**config.mk**
```make
export PLATFORM = sky130hd
export DESIGN_NAME = hazard_ctrl
export DESIGN_NICKNAME = d
export VERILOG_FILES = /design/src/rtl/hazard_ctrl.sv
export SDC_FILE = /design/constraint.sdc
export NUM_CORES = 1
export LEC_CHECK = 0
export ABC_AREA = 1
export CORE_MARGIN = 4
export CORE_UTILIZATION = 25
export DETAILED_ROUTE_END_ITERATION = 8
export SYNTH_ARGS = -nofsm -noshare
export SYNTH_HDL_FRONTEND = slang
export SYNTH_SLANG_ARGS = --single-unit
```
**constraint.sdc**
```tcl
create_clock -name clk -period 1.8 [get_ports clk]
set_input_delay 0.45 -clock clk [delete_from_list [all_inputs] [get_ports clk]]
set_output_delay 0.45 -clock clk [all_outputs]
set_load 0.01 [all_outputs]
```
**src/rtl/hazard_ctrl.sv**
```systemverilog
// Pipeline hazard controller: EX/WB destination scoreboard, load-use and RAW stalls, branch flush.
// Define HAZARD_CTRL_FORWARD_EN to compile in operand forwarding (EX -> 01, WB -> 10).
module hazard_ctrl (
  input  logic        clk,
  input  logic        rst,
  input  logic        id_valid,
  input  logic [4:0]  id_rs1,
  input  logic [4:0]  id_rs2,
  input  logic        id_use_rs1,
  input  logic        id_use_rs2,
  input  logic [4:0]  id_rd,
  input  logic        id_reg_write,
  input  logic        id_mem_to_reg,
  input  logic        ex_branch_taken,
  output logic        stall,
  output logic        flush,
  output logic [1:0]  fwd_a,
  output logic [1:0]  fwd_b,
  output logic [15:0] stall_cnt
);

  logic       ex_valid;
  logic [4:0] ex_rd;
  logic       ex_load;
  logic       wb_valid;
  logic [4:0] wb_rd;
  logic       wb_load;
  logic       flush_d1;

  logic ex_writer;
  logic wb_writer;
  logic a_ex;
  logic a_wb;
  logic b_ex;
  logic b_wb;
  logic branch_fire;
  logic raw_stall;

  // Nothing downstream of WB needs to know whether the producer was a load.
  logic unused_wb_load;
  assign unused_wb_load = wb_load;

  always_comb begin
    ex_writer = ex_valid && (ex_rd != 5'd0);
    wb_writer = wb_valid && (wb_rd != 5'd0);
    a_ex = id_use_rs1 && (id_rs1 != 5'd0) && ex_writer && (id_rs1 == ex_rd);
    a_wb = id_use_rs1 && (id_rs1 != 5'd0) && wb_writer && (id_rs1 == wb_rd);
    b_ex = id_use_rs2 && (id_rs2 != 5'd0) && ex_writer && (id_rs2 == ex_rd);
    b_wb = id_use_rs2 && (id_rs2 != 5'd0) && wb_writer && (id_rs2 == wb_rd);
  end

  // A second taken branch arriving during the trailing flush cycle is the killed instruction.
  always_comb begin
    branch_fire = ex_branch_taken && ex_valid && !flush_d1;
    flush       = branch_fire || flush_d1;
  end

`ifdef HAZARD_CTRL_FORWARD_EN
  always_comb begin
    raw_stall = (a_ex && ex_load) || (b_ex && ex_load);
    fwd_a = 2'b00;
    fwd_b = 2'b00;
    if (a_ex) begin
      fwd_a = ex_load ? 2'b00 : 2'b01;
    end else if (a_wb) begin
      fwd_a = 2'b10;
    end
    if (b_ex) begin
      fwd_b = ex_load ? 2'b00 : 2'b01;
    end else if (b_wb) begin
      fwd_b = 2'b10;
    end
  end
`else
  always_comb begin
    raw_stall = a_ex || a_wb || b_ex || b_wb;
    fwd_a = 2'b00;
    fwd_b = 2'b00;
  end
`endif

  assign stall = raw_stall && !flush;

  always_ff @(posedge clk) begin
    if (rst) begin
      ex_valid  <= 1'b0;
      ex_rd     <= 5'd0;
      ex_load   <= 1'b0;
      wb_valid  <= 1'b0;
      wb_rd     <= 5'd0;
      wb_load   <= 1'b0;
      flush_d1  <= 1'b0;
      stall_cnt <= 16'd0;
    end else begin
      if (stall || flush) begin
        ex_valid <= 1'b0;
        ex_rd    <= 5'd0;
        ex_load  <= 1'b0;
      end else begin
        ex_valid <= id_valid && id_reg_write;
        ex_rd    <= id_rd;
        ex_load  <= id_mem_to_reg;
      end
      wb_valid <= ex_valid;
      wb_rd    <= ex_rd;
      wb_load  <= ex_load;
      flush_d1 <= branch_fire;
      if (stall && (stall_cnt != 16'hFFFF)) begin
        stall_cnt <= stall_cnt + 16'd1;
      end
    end
  end

endmodule

```
==> parameters.txt, run 1 <==
Parameter                              Value

Worst setup path
  CP max stage cell ... clkdlybuf4s15_1
  Worst-path maximum fanout ... 3
  Worst reg-to-reg setup slack ... 180 ps
  Crit path arrival time ... 1420 ps
  Cell family contributing the most delay on the critical path ... buffers and inverters
  Worst Setup Path Type ... input pin to output port
  Sort of element at the end of the critical path ... output port
  Worst setup path startpoint ... id_rs1[2]
  Delay of the slowest cell on the worst path ... 230 ps
  Cells along the critical path ... clkdlybuf4s15_1 -> xor2_1 -> nor2_1 -> nand3_1 -> nand2_1 -> nand2_2 -> a21oi_2 -> buf_2
  Startpoint class of the critical path ... input pin
  Worst r2r src ... stall_cnt[0]$_SDFFE_PP0P_
  Worst path required time ... 1350 ps
  Crit path buf inv count ... 2

Logic synthesis
  Number of synthesized register bits ... 29
  Synth unique cells ... 31
  Total standard cell area after synthesis ... 2000 um^2
  Gate Count Post-Synth ... 309
  Sequential element share of the synthesized area ... 29.1%
  Count of warnings emitted by yosys ... 0
  Synthesized area divided by synthesized cell count ... 6.47 um^2

Pwr
  VDD IR-drop max ... 216 uV
  Flop pwr share ... 48.8%
  Clock network fraction of design power ... 37.5%
  Proportion of total power due to net switching ... 26.3%
  Internal Dissipation ... 1.02 mW
  Total net switching power ... 0.364 mW
  Total power per unit cell area ... 509 nW/um^2
  Leakage dissipation ... 1.24 nW
  Power, Total ... 1.38 mW
  Comb pwr share ... 13.7%

Clock network
  Clock transition at the registers of the reported paths ... 60 ps
  TritonCTS clock tree ... done
  Clk_lat worst skew ... 280 ps
  Buffer type at the clock tree root ... clkbuf_8
  # H-tree levels ... 2
  Post-CTS Hold Buffers ... 0
  # clock sinks ... 29
  Maximum count of clock buffers along a single path ... 2
  Clock buffer count from CTS ... 5

Job
  Number of max-capacitance violations reported ... 0

Final layout
  Final Non-Filler Cells ... 470
  Commonest cells after routing, fill and taps aside ... 70 x nand2_1, 60 x inv_1, 46 x nor2_1
  Final cell utilization of the core ... 35.0%
  Most common cell after layout, fill and taps aside ... nand2_1
  Area of combinational cells with multiple inputs ... 1110 um^2
  # nets final ... 391
  Share of cells above drive strength 1 ... 22.6%
  Final instance area ... 2720 um^2
  Area growth from synthesis to layout ... 36.1%
  Number of antenna diodes ... 0
  Reg area ... 591 um^2
  Number of inserted filler cells in the final layout ... 826

STA
  Worst-case clock skew ... 11.1 ps
  Max Transition Viols Final ... 0
  Minimum period implied by the final worst setup slack ... 1870 ps
  Total of endpoints with negative setup slack in the final report ... 1
  Smallest hold slack ... 418 ps
  Max Clock Freq ... 534 MHz
  Slack of the critical path ... -74.1 ps
  Setup TNS ... -74.1 ps
  RSZ-0062 raised after global routing ... true
  Post-route clock period utilization ... 104%
  Number of hold violations in the final report ... 0

Drt
  Residual antenna-violating net count after detailed routing ... 0
  Average wire per standard cell ... 10.2 um
  Mean number of vias per cell ... 4.11
  Number of design rule violations left after detail routing ... 0
  Initial DRC Count ... 73
  Number of vias after detailed routing ... 1930
  Drt pass-1 iters ... 4
  Final wirelength ... 4.81 mm

GRT
  Initial antenna violation count ... 0
  Global route overflow ... 0
  First-pass GRT wire length ... 8.22 mm
  Number of global-route vias before repair ... 1810
  Maximum number of pins on one net before global-route repair ... 32
  Global Route Usage Sum ... 10.3%

Placement
  Routability-driven placement congestion ratio ... 0.800
  Number of placed instances with taps included ... 461
  Post-place setup slack ... -821 ps
  Post-Place Cell Area ... 2610 um^2
  Detailed placer's ending HPWL ... 3.66 mm
  Count of input and output buffers ... 39

Min path
  Worst hold path startpoint ... ex_branch_taken
  Hold WC Path Type ... input pin to register

Outcome
  Violations in the final reports ... negative setup slack
  Result of the run ... finished with violations

Floorplan
  Die Width ... 97.4 um
  Effective utilization at floorplan ... 25.7%
  Chip height ... 97.4 um
  Top Ports ... 45
  Standard-cell row count ... 32
  Die footprint ... 9490 um^2
  Core region area ... 7770 um^2
## synthesized netlist by cell type
cell type  count  share of area (%)
buf_12         1                1.0
xnor2_1        8                3.5
nand2_2        2               0.63
inv_2          4               0.75
buf_4          6                2.3
nor2_2         6                1.9
nand2_1       72                 14
nand4_4        1                1.1
nor2_1        46                8.6
xor2_1         7                3.1
clkbuf_1       3               0.56
buf_6          1               0.56
buf_2          1               0.25
o31ai_1        1               0.38
ha_1           1               0.63
o211ai_1       1               0.38
nor3_1         3               0.75
nand4_1       22                6.9
inv_1         63                 12
nand2_4        1               0.56
nor3_2         2                1.0
conb_1         1               0.19
nand3_2       12                6.0
a21oi_2        1               0.44
nand3b_1       1               0.38
nand3_4        1               0.88
o21ai_0        1               0.25
a21oi_1        1               0.25
dfxtp_1       29                 29
nand3_1        9                2.3
clkinv_1       1               0.19
## per-layer routing
metal / routed length (um) / GRT usage [%] / vias to the layer above / share of wire, %
li1: - / - / 1049 / -
met1: 2320 / 13.1 / 851 / 48
met2: 2290 / 17.1 / 24 / 47
met3: 123 / 2.15 / 6 / 2.6
met4: 80 / 3.83 / 0 / 1.7
met5: 0 / 0 / - / 0
## flip-flops by register name (all words and copies together) (netlist names)
name       cells
stall_cnt     16
wb_rd          5
ex_rd          5
flush_d1       1
ex_valid       1
wb_valid       1
## power by group through the flow
stage                     registers [mW]  logic (mW)  clock network (mW)
after CTS                          0.675       0.190               0.549
after global placement             0.688       0.196                   0
after global routing               0.677       0.212               0.570
after floorplan                    0.682       0.109                   0
final                              0.676       0.190               0.519
after detailed placement           0.688       0.198                   0
## repair_timing
action | CTS | global route
buffers inserted | 2 | 0
pin swaps | 19 | 12
endpoints found under the setup margin | 24 | 18
gates cloned | 1 | 0
resized for setup | 52 | 8
## area by class of cell
class	count	area share [%]
multi-input combinational	203	40.7
clock buffer	6	2.67
inverter	68	9.38
sequential	29	21.7
tap	102	4.69
clock inverter	2	0.368
timing repair buffer	60	20.5
## path summary, 6_finish.rpt
path,endpoint,cells past startpoint
worst min register to register,flush_d1$_SDFF_PP0_,1
worst min-delay path,flush_d1$_SDFF_PP0_,3
worst max register to register,stall_cnt[4]$_SDFFE_PP0P_,10
worst max-delay path,stall,8
## logic make-up (layout without fill, tap and decap cells)
group,Yosys count,after routing,synth area share (%)
AO/OA/AOI/OAI,5,5,1.69
XOR/XNOR,15,15,6.58
adder cells (fa/ha/maj),1,1,0.626
buffers and inverters,80,136,17.4
flip-flops,29,29,29.1
other,1,4,0.188
AND/OR/NAND/NOR,178,178,44.5
## worst min-delay path: stages
cell	delay [ps]
clkbuf_2	110
nand2_1	60
nor3_1	40
No activity file was read; power rests on OpenSTA's default activity.
==> run 2, diff against run 1 <==
--- a/config.mk
+++ b/config.mk
@@ -6,9 +6,11 @@
 export NUM_CORES = 1
 export LEC_CHECK = 0
 export ABC_AREA = 1
+export CAP_MARGIN = 20
 export CORE_MARGIN = 4
-export CORE_UTILIZATION = 25
+export CORE_UTILIZATION = 35
 export DETAILED_ROUTE_END_ITERATION = 8
+export HOLD_SLACK_MARGIN = 0.03
 export SYNTH_ARGS = -nofsm -noshare
 export SYNTH_HDL_FRONTEND = slang
 export SYNTH_SLANG_ARGS = --single-unit
==> parameters.txt, run 2 (synthesis results as in run 1) <==
Parameter                              Value

Final layout
  Leading registers by flop count ... stall_cnt (16), ex_rd (5), wb_rd (5)
  Number of flip-flops in the largest register ... 16 (unchanged)
  Final Non-Filler Cells ... 441 (-6.2%)
  Most common cell after layout, fill and taps aside ... nand2_1
  Share of cells above drive strength 1 ... 23.3% (+0.75 points)
  Number of inserted filler cells in the final layout ... 565 (-32%)
  Final instance area ... 2660 um^2 (-2.3%)
  Number of antenna diodes ... 0 (unchanged)
  Commonest cells after routing, fill and taps aside ... 71 x nand2_1, 61 x inv_1, 44 x nor2_1
  Area growth from synthesis to layout ... 32.9%
  Register with the most flip-flops ... stall_cnt
  # nets final ... 392 (+0.26%)

Drt
  Initial DRC Count ... 76 (+4.1%)
  Number of vias after detailed routing ... 1952 (+1.1%)
  Mean number of vias per cell ... 4.43 (+7.8%)
  Drt pass-1 iters ... 5 (+1)
  Average wire per standard cell ... 10.4 um (+2.0%)
  Final wirelength ... 4.60 mm (-4.3%)
  Residual antenna-violating net count after detailed routing ... 0 (unchanged)
  Number of design rule violations left after detail routing ... 0 (unchanged)

Worst setup path
  Worst r2r src ... ex_rd[1]$_SDFF_PP0_
  Register-to-Register Path Depth ... 14 (+4)
  Crit path arrival time ... 1430 ps (about the same)
  Worst reg-to-reg setup slack ... 190 ps (about the same)
  Sort of element at the end of the critical path ... output port
  Startpoint class of the critical path ... register
  Worst Setup Path Type ... register to output port
  Worst-path maximum fanout ... 3 (unchanged)
  Worst path required time ... 1350 ps (about the same)
  Reg2Reg Capture Point ... stall_cnt[10]$_SDFFE_PP0P_

Floorplan
  Core region area ... 5510 um^2 (-29%)
  Effective utilization at floorplan ... 36.3% (+11 points)
  Die Width ... 83.6 um (-14%)
  Chip height ... 83.6 um (-14%)
  Top Ports ... 45 (unchanged)
  Standard-cell row count ... 27 (-16%)
  Die footprint ... 6980 um^2 (-26%)

Pwr
  Total power per unit cell area ... 517 nW/um^2 (+1.6%)
  Power, Total ... 1.37 mW (-0.79%)
  VDD IR-drop max ... 347 uV (+61%)
  Leakage dissipation ... 1.24 nW (-0.60%)

GRT
  Met2 layer usage reported by global route ... 23.6% (+6.5 points)
  Met1 Usage GRT ... 17.1% (+4.0 points)
  Maximum number of pins on one net before global-route repair ... 32 (unchanged)
  Busiest layer in global routing ... met2
  First-pass GRT wire length ... 8.18 mm (-0.41%)
  Number of global-route vias before repair ... 1898 (+4.9%)
  Initial antenna violation count ... 0 (unchanged)
  Global Route Usage Sum ... 14.0% (+3.7 points)
  Global route overflow ... 0 (unchanged)
  Met3 track demand over resource ... 3.95% (+1.8 points)

STA
  RSZ-0062 raised after global routing ... true
  Max Transition Viols Final ... 0 (unchanged)
  Worst-case clock skew ... 5.63 ps (-5.48 ps)
  Post-route clock period utilization ... 105% (+0.53 points)
  Max Clock Freq ... 531 MHz (-0.51%)
  Number of hold violations in the final report ... 0 (unchanged)
  Total of endpoints with negative setup slack in the final report ... 1 (unchanged)
  Slack of the critical path ... -83.7 ps (-9.59 ps)
  Setup TNS ... -83.7 ps (-9.59 ps)
  Minimum period implied by the final worst setup slack ... 1880 ps (+9.59 ps)

Min path
  Destination of the worst hold path ... flush_d1$_SDFF_PP0_
  Hold WC Path Type ... register to register
  Number of cells traversed by the worst hold path ... 1 (-2)
  Worst hold path startpoint ... flush_d1$_SDFF_PP0_

Clock network
  Buffer type at the clock tree root ... clkbuf_8
  # H-tree levels ... 2 (unchanged)
  Maximum count of clock buffers along a single path ... 2 (unchanged)
  # clock sinks ... 29 (unchanged)
  Post-CTS Hold Buffers ... 0 (unchanged)
  TritonCTS clock tree ... done
  Clock buffer count from CTS ... 5 (unchanged)
  Clk_lat worst skew ... 280 ps (about the same)
  Clock transition at the registers of the reported paths ... 60 ps (about the same)

Placement
  Routability-driven placement congestion ratio ... 0.835 (+4.3%)
  Post-Place Cell Area ... 2560 um^2 (-2.0%)
  Count of input and output buffers ... 39 (unchanged)
  Detailed placer's ending HPWL ... 3.47 mm (-5.2%)
  Number of placed instances with taps included ... 429 (-6.9%)
  Post-place setup slack ... -891 ps (-70.3 ps)

Outcome
  Violations in the final reports ... negative setup slack
  Result of the run ... finished with violations

Job
  Number of max-capacitance violations reported ... 0 (unchanged)
==> run 2: worst max path at each step <==
stage                              startpoint     to  cells past startpoint
after global routing      ex_rd[1]$_SDFF_PP0_  stall                     10
after CTS                           id_rs1[4]  stall                      8
final                     ex_rd[1]$_SDFF_PP0_  stall                      9
after floorplan               ex_branch_taken  stall                      4
after global placement              id_rs2[2]  stall                     10
after detailed placement            id_rs1[0]  stall                      9
==> run 2: worst max-delay path, cell delays in order, from the launching register on <==
cell,delay [ps]
dfxtp_2,340
inv_2,40
buf_4,120
buf_4,130
nand4_1,70
o21ai_0,70
inv_1,70
nand2_2,60
a21oi_2,110
buf_2,140
==> run 2: metal layers <==
layer  routed length, um  part of all wire [%]
met1                2170                    47
met2                2180                    47
met3                 204                   4.4
met4                  45                  0.98
met5                   0                     0
==> run 2: stage by stage <==
step                hold slack, ps  utilization (%)
finish                         447             48.2
global route                   449             48.2
CTS                            446             48.2
detailed placement             433             46.4
global placement               431             46.4
floorplan                      419                -
==> run 2: where the power goes <==
group          switching (mW)  total [mW]  internal (mW)
combinational          0.0960       0.192         0.0959
clock                   0.240       0.507          0.267
sequential             0.0185       0.674          0.656
==> run 2: layout make-up <==
| class | count | area [um^2] | share of cell area (%) |
|---|---|---|---|
| multi-input combinational | 203 | 1100 | 41.6 |
| sequential | 29 | 599 | 22.6 |
| timing repair buffer | 61 | 522 | 19.6 |
| inverter | 68 | 258 | 9.70 |
| tap | 72 | 90.1 | 3.39 |
| clock buffer | 6 | 72.6 | 2.73 |
| clock inverter | 2 | 10.0 | 0.377 |
==> run 2: timing repair <==
| action | 4_1_cts | 5_1_grt |
|---|---|---|
| setup endpoints to repair | 18 | 24 |
| endpoints found under the hold margin | 0 | 0 |
| pin swaps | 12 | 15 |
| resized for setup | 28 | 35 |
| setup buffers | 3 | 2 |
